==> config.mk <==
export PLATFORM = sky130hd
export DESIGN_NAME = dec_onehot_seq
export DESIGN_NICKNAME = d
export VERILOG_FILES = /design/src/rtl/dec_onehot_seq.sv
export SDC_FILE = /design/constraint.sdc
export NUM_CORES = 1
export LEC_CHECK = 0
export ABC_AREA = 1
export ABC_CLOCK_PERIOD_IN_PS = 2000
export CORE_MARGIN = 2
export CORE_UTILIZATION = 37
export DETAILED_ROUTE_END_ITERATION = 7
export PLACE_DENSITY = 0.81
export SETUP_SLACK_MARGIN = 0.3
export SYNTH_ARGS = -nofsm -noshare
export SYNTH_HDL_FRONTEND = slang
export SYNTH_SLANG_ARGS = --single-unit
==> constraint.sdc <==
create_clock -name clock -period 2 [get_ports clock]
set_clock_uncertainty 0.1 [all_clocks]
set_input_delay 0.4 -clock clock [delete_from_list [all_inputs] [get_ports clock]]
set_output_delay 0.4 -clock clock [all_outputs]
set_load 0.01 [all_outputs]
==> src/rtl/dec_onehot_seq.sv <==
// dec_onehot_seq
// Registered one-hot select generator. A select index is held in a register
// and decoded to a one-hot bus. The index can be loaded directly or scanned
// up/down with modulo-N wrap-around. Out depends only on registered state,
// so it is glitch-free and has no combinational path from the inputs.
//
// Ports
//   clock  in   rising-edge clock
//   reset  in   synchronous active-high reset
//   en     in   global advance enable (0 freezes index/valid, wrap drops)
//   clr    in   synchronous clear of index and valid, independent of en
//   mode   in   00 direct, 01 scan-up, 10 scan-down, 11 hold
//   load   in   capture sel into the index (any mode)
//   sel    in   index to load
//   out    out  one-hot select, all zero while valid=0
//   index  out  registered index
//   valid  out  index established since last reset/clr
//   wrap   out  one-cycle pulse following a scan wrap
module dec_onehot_seq #(
    parameter int SEL_W = 4,
    localparam int N = 2 ** SEL_W
) (
    input  logic             clock,
    input  logic             reset,
    input  logic             en,
    input  logic             clr,
    input  logic [1:0]       mode,
    input  logic             load,
    input  logic [SEL_W-1:0] sel,
    output logic [N-1:0]     out,
    output logic [SEL_W-1:0] index,
    output logic             valid,
    output logic             wrap
);

    typedef enum logic [1:0] {
        MODE_DIRECT = 2'b00,
        MODE_UP     = 2'b01,
        MODE_DOWN   = 2'b10,
        MODE_HOLD   = 2'b11
    } mode_t;

    localparam logic [N-1:0]     ONE_HOT0 = N'(1);
    localparam logic [SEL_W-1:0] IDX_ONE  = SEL_W'(1);
    localparam logic [SEL_W-1:0] IDX_MAX  = {SEL_W{1'b1}};

    logic [SEL_W-1:0] idx_q, idx_d;
    logic             valid_q, valid_d;
    logic             wrap_q, wrap_d;

    always_ff @(posedge clock) begin
        if (reset) begin
            idx_q   <= '0;
            valid_q <= 1'b0;
            wrap_q  <= 1'b0;
        end else begin
            idx_q   <= idx_d;
            valid_q <= valid_d;
            wrap_q  <= wrap_d;
        end
    end

    always_comb begin
        idx_d   = idx_q;
        valid_d = valid_q;
        wrap_d  = 1'b0;
        if (clr) begin
            idx_d   = '0;
            valid_d = 1'b0;
        end else if (!en) begin
            // frozen: keep index/valid, wrap already defaulted low
        end else if (load) begin
            idx_d   = sel;
            valid_d = 1'b1;
        end else begin
            case (mode_t'(mode))
                MODE_UP: begin
                    idx_d   = idx_q + IDX_ONE;
                    valid_d = 1'b1;
                    // the first step out of the invalid state never wraps
                    wrap_d  = valid_q && (idx_q == IDX_MAX);
                end
                MODE_DOWN: begin
                    idx_d   = idx_q - IDX_ONE;
                    valid_d = 1'b1;
                    wrap_d  = valid_q && (idx_q == '0);
                end
                default: begin
                    // direct without load, and hold: keep state
                end
            endcase
        end
    end

    assign out   = valid_q ? (ONE_HOT0 << idx_q) : '0;
    assign index = idx_q;
    assign valid = valid_q;
    assign wrap  = wrap_q;

endmodule

==> impl_results.md, run 1 <==
- Die width: 44.33 um
- Floorplan row count: 14
- Syn_area_per_cell: 6.141 um2
- Clk root buf: clkbuf_4
- Synth async-reset ratio: 0
- Yosys warns: 0
- Synthesis-stage register bit count: 6
- Finished Core Util: 0.6576
- Iter 0 DRT Violations: 16
- Hold Violations, Final: 0
- Antenna Nets Post-Route: 0
- DRC: 0
- Worst EP required: 1.50 ns
- Share of layout cells above drive strength 1: 0.4225
- WL met3: 119 um
- Worst-margin pin slew: 0.1794 ns
- CTS max path bufs: 2
- Crit path DAT: 1.18 ns
- Detail Placement HPWL: 1356 um
- Seq/Total Area, Yosys: 0.1996
- Status: completed
- RSZ-0062 raised after global routing: true
- I/O Pins: 33
- Worst vdd ir: 298.8 uV
- Final worst path period share: 0.8422
- Post-synthesis cell count: 98
- Vias: 761
- Clock transition at path regs: 0.04 ns
- Share of the synthesized area in the top cell type: 0.1996
- Setup ws final: 0.3157 ns
- Port Buf Inserts: 32
- H-tree depth: 1
- Final wirelength: 1645 um
- Initial Utilization: 0.3949
- Post-synth EDFFs: 0
- Met2 Wirelength: 804 um
- M1 wire length: 707 um
- Setup TNS: 0 ns
- CTS buffer count: 3
- 1st-pass router iterations: 5
- HP Class: flip-flop to flip-flop
- Cell Area, Synth: 601.8 um2
- Area Growth Syn to Fin: 66.53%
- TritonCTS clock tree: yes
- Via/cell ratio: 4.816
- Synth cell count leaders: nor2_1 (21), nand2_1 (12), nand3_1 (10), a21oi_1 (7), inv_1 (7)
- Avg WL per Cell: 10.41 um
- Leakage: 0.4874 nW
- Dpl ws: -0.2021 ns
- Hold buffers post-CTS: 0
- Min cycle time layout: 1.684 ns
- Final setup vio count: 0
- Area leader, netlist: dfxtp_1
- Syn_nets: 113
- First-pass GRT wire length: 2822 um
- CTS sink cnt: 6
- FMAX: 593.7 MHz
- Later-pin clock latency in the skew report: 0.24 ns
- Antenna diodes: 0
- Largest net degree at the start of global routing: 9
- Crit path max fanout: 8
- Final slew viol count: 0
- Worst Setup End Kind: output port
- Relative slew slack: 0.8796
- Die Footprint: 1965 um2
- RePlAce Congestion: 0.8565
- Most used DFF post-synth: dfxtp_1
- GRT Residual Overflow: 0
- Antenna violations before repair: 0
- PD cells: 362.6 nW/um2
- Max Cap Viol: 0
- Highest metal used: met4
- DIE HEIGHT: 44.33 um
- Core ar.: 1524 um2
- Vias in the first global route: 698
- Netlist cell types: 26
- Most frequent cell after synthesis: nor2_1
- Nets: 159
- Critical path class: flip-flop to output port
- Worst setup SP type: flip-flop
- Synth area leaders: dfxtp_1 (20%), nor2_1 (13%), ha_1 (8.3%)
- Gr usage total: 0.1877
[cells by family (layout without fill, tap and decap cells)]
logic type / after synthesis / after routing / share of synthesized area
buffers and inverters: 19 / 63 / 0.1538
AND/OR/NAND/NOR: 52 / 52 / 0.3950
flip-flops: 6 / 6 / 0.1996
adder cells (fa/ha/maj): 4 / 4 / 0.08316
XOR/XNOR: 2 / 2 / 0.02911
AO/OA/AOI/OAI: 15 / 15 / 0.1393
[report_power, final]
part           internal [mW]  switching, mW  leakage [nW]  total, mW
combinational         0.0662         0.0617         0.423      0.128
sequential             0.123        0.00646        0.0508      0.130
clock                 0.0675         0.0383        0.0138      0.106
total                  0.257          0.107         0.487      0.363
[final timing paths]
check                           startpoint        to  slack, ns  depth (start not counted)
worst max-delay path                 valid    out[6]       0.32                          4
worst min-delay path                 valid     valid       0.38                          2
worst max register to register    index[1]  index[2]       0.42                          9
worst min register to register       valid     valid       0.38                          2
[flip-flops by register name, summed over array words and instances (netlist names)]
| register | flops |
|---|---|
| index | 4 |
| valid | 1 |
| wrap | 1 |
[final cells by class]
type / instances / area (um2)
clock buffers: 3 / 22.52
fillers: 142 / 521.8
inverters: 14 / 53.80
multi-input cells: 73 / 430.4
flip-flops and latches: 6 / 128.9
well taps: 16 / 20.02
repair buffers: 46 / 346.6
[cells in the final DEF, fill, tap and decap left out]
master and instances:
clkinvlp_2 1, xor2_1 1, nor3_2 1, clkdlybuf4s15_2 2, xnor2_2 1, or2_4 1, inv_1 6, nand2_1 11
clkbuf_4 3, nand3_2 1, dfxtp_1 3, buf_4 14, nand2_2 3, a21oi_1 6, a211oi_1 1, buf_2 6
clkdlybuf4s15_1 1, nor2_1 20, dfxtp_4 2, a21oi_2 2, nor2_2 3, ha_4 1, ha_1 3, clkdlybuf4s50_1 9
inv_2 7, o21ai_1 2, nor2_4 2, dlygate4sd2_1 5, clkbuf_2 9, o21ai_0 2, nand3_1 10, a31oi_1 2
dfxtp_2 1
[routing by layer]
layer | up-vias | track usage
li1 | 399 | -
met4 | 0 | 0.04848
met5 | - | 0
met3 | 2 | 0.05306
met2 | 33 | 0.3294
met1 | 327 | 0.2233
[metrics by stage]
| step | instances | area [um2] | hold slack [ns] | power (mW) |
|---|---|---|---|---|
| after floorplan | 98 | 601.8 | 0.4211 | 0.1969 |
| after global placement | 154 | 1001 | 0.3593 | 0.2567 |
| after detailed placement | 154 | 1001 | 0.3640 | 0.2572 |
| after CTS | 157 | 1027 | 0.3779 | 0.3651 |
| after global routing | 158 | 1002 | 0.4154 | 0.3913 |
| final | 158 | 1002 | 0.3807 | 0.3634 |
[critical path, cell delays in order (launching register included)]
cell	delay, ns
dfxtp_1	0.32
inv_1	0.05
or2_4	0.26
nor2_1	0.09
clkdlybuf4s15_2	0.22
[what timing repair did]
item                       4_1_cts  5_1_grt
pin swaps                        1        4
resized for setup               55       24
setup endpoints to repair       26       13
buffers inserted                 0        1
Power figures use the tool's default switching activity.
==> run 2: changes to the inputs <==
Settings changed: ABC_CLOCK_PERIOD_IN_PS 2000 to 1600.
Clock period 2 ns to 1.6 ns, I/O delays scaled along.
==> impl_results.md, run 2 <==
- Status: aborted with a tool error
- Failing step: global routing
- Error Message: [ERROR DPL-0033] detailed placement checks failed during check placement.
- Initial Utilization: 0.3949 (unchanged)
- Synth area leaders: dfxtp_1 (20%), nor2_1 (13%), ha_1 (8.3%)
- Most used DFF post-synth: dfxtp_1
- Clk root buf: clkbuf_4
- Post-synthesis cell count: 98 (unchanged)
- CTS buffer count: 3 (unchanged)
- Post-DP Area: 1155 um2 (+15%)
- Yosys warns: 0 (unchanged)
- I/O Pins: 33 (unchanged)
- Syn_nets: 113 (unchanged)
- Post-synth EDFFs: 0 (unchanged)
- Netlist cell types: 26 (unchanged)
- Share of the synthesized area in the top cell type: 0.1996 (unchanged)
- Worst endpoint after global-route timing repair: out[5]
- Hold buffers post-CTS: 0 (unchanged)
- Antenna violations before repair: 0
- Area leader, netlist: dfxtp_1
- Floorplan row count: 14 (unchanged)
- Seq/Total Area, Yosys: 0.1996 (unchanged)
- Synth cell count leaders: nor2_1 (21), nand2_1 (12), nand3_1 (10), a21oi_1 (7), inv_1 (7)
- Largest net degree at the start of global routing: 9
- Synthesis-stage register bit count: 6 (unchanged)
- Cell Area, Synth: 601.8 um2 (unchanged)
- RePlAce Congestion: 0.8788 (+2.6%)
- Port Buf Inserts: 32 (unchanged)
- DIE HEIGHT: 44.33 um (unchanged)
- Detail Placement HPWL: 1651 um (+22%)
- CTS sink cnt: 6 (unchanged)
- Syn_area_per_cell: 6.141 um2 (unchanged)
- Most frequent cell after synthesis: nor2_1
- H-tree depth: 1 (unchanged)
- CTS max path bufs: 2 (unchanged)
- Die width: 44.33 um (unchanged)
- Synth async-reset ratio: 0 (unchanged)
- Worst ep type: top-level output
==> run 2: cell counts after synthesis <==
No cell type changed its count.
==> run 2: kinds of logic after synthesis <==
group	synth area share
buffers and inverters	0.1538
adder cells (fa/ha/maj)	0.08316
XOR/XNOR	0.02911
AND/OR/NAND/NOR	0.3950
AO/OA/AOI/OAI	0.1393
flip-flops	0.1996
==> run 2: timing repair <==
| action | 4_1_cts |
|---|---|
| endpoints found under the setup margin | 28 |
| resized for setup | 128 |
| pin swaps | 15 |
| buffers inserted | 8 |
| cloned | 0 |
==> run 2: stage by stage <==
step,instances,worst slack (ns),util
3_5_place_dp,160,-0.4538,0.7578
2_1_floorplan,98,0.1162,-
4_1_cts,172,-0.05702,0.8612
3_3_place_gp,160,-0.4182,0.7578
==> run 3: changes to the inputs <==
Settings changed: CORE_AREA from default to 2 2 63 65, CORE_MARGIN 2 to default, CORE_UTILIZATION 37 to default, DIE_AREA from default to 0 0 65 67, PLACE_DENSITY 0.81 to default, PLACE_DENSITY_LB_ADDON from default to 0.15, SETUP_SLACK_MARGIN 0.3 to default.
==> impl_results.md, run 3 (same netlist as run 1, synthesis figures left out) <==
- Status: completed
- Avg WL per Cell: 10.64 um
- Critical path class: flip-flop to output port
- GRT Residual Overflow: 0
- Most frequent cells in the layout: buf_4 (22), nor2_1 (18), nand2_1 (11), buf_2 (11)
- Clk root buf: clkbuf_8
- RePlAce Congestion: 0.8046 (-8.4%)
- Max Cap Viol: 0
- Post-route cell area: 1157 um2
- Pwr Total: 570.1 uW
- Antenna diodes: 0
- Final setup vio count: 0
- Final slew viol count: 0
- Worst path slowest cell: dfxtp_1
- Worst EP required: 1.18 ns
- Max reg flops: 4
- DIE HEIGHT: 67 um (+51%)
- Share of layout cells above drive strength 1: 0.4667
- Worst path top cell family by delay: simple AND/OR/NAND/NOR gates
- Worst Reg2Reg Path Length in Cells: 8
- Crit path to: out[0]
- TritonCTS clock tree: yes
- First-pass GRT wire length: 3284 um
- Worst Setup End Kind: output port
- RSZ-0062 raised after global routing: true
- Worst reg2reg setup slack: 0.11 ns
- Largest net degree at the start of global routing: 9
- RR Startpoint: index[1]
- Worst Hold Depth: 3
- I/O Pins: 33 (unchanged)
- PD cells: 492.6 nW/um2
- Setup TNS: 0 ns
- Worst setup SP type: flip-flop
- Critical Path Start: valid
- Initial Utilization: 0.1669 (-0.2280)
- 1st-pass router iterations: 4
- Nets: 167
- Via/cell ratio: 4.056
- Final cell count without fillers: 198
- Post-DP Area: 1114 um2 (-3.6%)
- Crit path max fanout: 8
- Die width: 65 um (+47%)
- Hold Violations, Final: 0
- Crit path DAT: 1.13 ns
- Later-pin clock latency in the skew report: 0.22 ns
- Commonest non-fill, non-tap cell in the layout: buf_4
- Post-CTS Setup Repair Bufs: 0 (-8)
- CTS max path bufs: 2 (unchanged)
- Relative slew slack: 0.8771
- Iter 0 DRT Violations: 32
- Die Footprint: 4355 um2
- Core ar.: 3606 um2
- Gr usage total: 0.09826
- Final worst path period share: 0.9671
- CTS buffer count: 3 (unchanged)
- Clock transition at path regs: 0.04 ns
- FMAX: 646.3 MHz
- Vias in the first global route: 755
- Floorplan row count: 22 (+8)
- H-tree depth: 1 (unchanged)
- Antenna Nets Post-Route: 0
- HP Class: flip-flop to flip-flop
- Worst vdd ir: 274.5 uV
- Area Growth Syn to Fin: 92.31%
- Hold buffers post-CTS: 0 (unchanged)
- Port Buf Inserts: 32 (unchanged)
- Final wirelength: 2107 um
- CTS sink cnt: 6 (unchanged)
- CP max stage delay: 0.32 ns
- DRC: 0
- Min cycle time layout: 1.547 ns
- Inst Count DP: 195 (+22%)
- Worst path bufs/invs: 2
- Crit path depth: 4
- Antenna violations before repair: 0
- Critical path cell sequence: inv_1 > or2_4 > nor2_1 > buf_2
- Worst-margin pin slew: 0.1831 ns
- Capturing point of the worst reg2reg path: index[2]
- Leakage: 0.5449 nW
- Vias: 803
- Detail Placement HPWL: 1698 um (+2.8%)
[run 3: worst min-delay path: cells and delay by family, from the launching register on]
family | cells | cell delay, ns
buffers and inverters | 2 | 0.17
AO/OA/AOI/OAI | 1 | 0.05
flip-flops | 1 | 0.30
[run 3: cell type report]
| cell class | instances | area [um2] |
|---|---|---|
| Clock buffer | 3 | 41.29 |
| Fill cell | 417 | 2449 |
| Inverter | 14 | 56.30 |
| Multi-Input combinational cell | 73 | 452.9 |
| Sequential cell | 6 | 132.6 |
| Tap cell | 48 | 60.06 |
| Timing Repair Buffer | 54 | 414.1 |
[run 3: stage by stage]
stage                     hold WS, ns    util  setup WS (ns)
after global placement         0.4580  0.3088        -0.5195
after detailed placement       0.4602  0.3088        -0.5200
final                          0.4743  0.3210        0.05263
after floorplan                0.3719       -        0.01596
after global routing           0.5164  0.3210       -0.02430
after CTS                      0.4777  0.3154       -0.01868
[run 3: worst min-delay path by stage]
stage,startpoint,end,slack [ns]
2_1_floorplan,load,index[0],0.37
3_3_place_gp,valid,valid,0.46
3_5_place_dp,valid,valid,0.46
4_1_cts,valid,valid,0.48
5_1_grt,valid,valid,0.52
6_report,valid,valid,0.47
[run 3: layer usage]
layer  track usage  up-vias  part of all wire
met2        0.1662       37              0.46
met3       0.04561        4             0.084
met1        0.1128      347              0.45
met5             0        -                 0
met4       0.02128        0             0.014
li1              -      415                 -
[run 3: repair_timing]
action                                  in CTS  in global routing
gates resized for setup                     74                 15
pin swaps                                    1                  4
endpoints found under the setup margin      26                  9
endpoints found under the hold margin        0                  0
[run 3: where the power goes]
group          switching [mW]  total (mW)  leakage [nW]  internal, mW
Sequential            0.00884       0.162        0.0515         0.153
Clock                  0.0647       0.226        0.0216         0.162
Combinational          0.0864       0.181         0.472        0.0951
Total                   0.160       0.570         0.545         0.410
==> run 4: changes to the inputs <==
Settings changed: CTS_BUF_LIST from default to sky130_fd_sc_hd__clkbuf_8 sky130_fd_sc_hd__clkbuf_16.
==> results of run 4 <==
Final layout, timing and power as in run 3 (identical DEF).
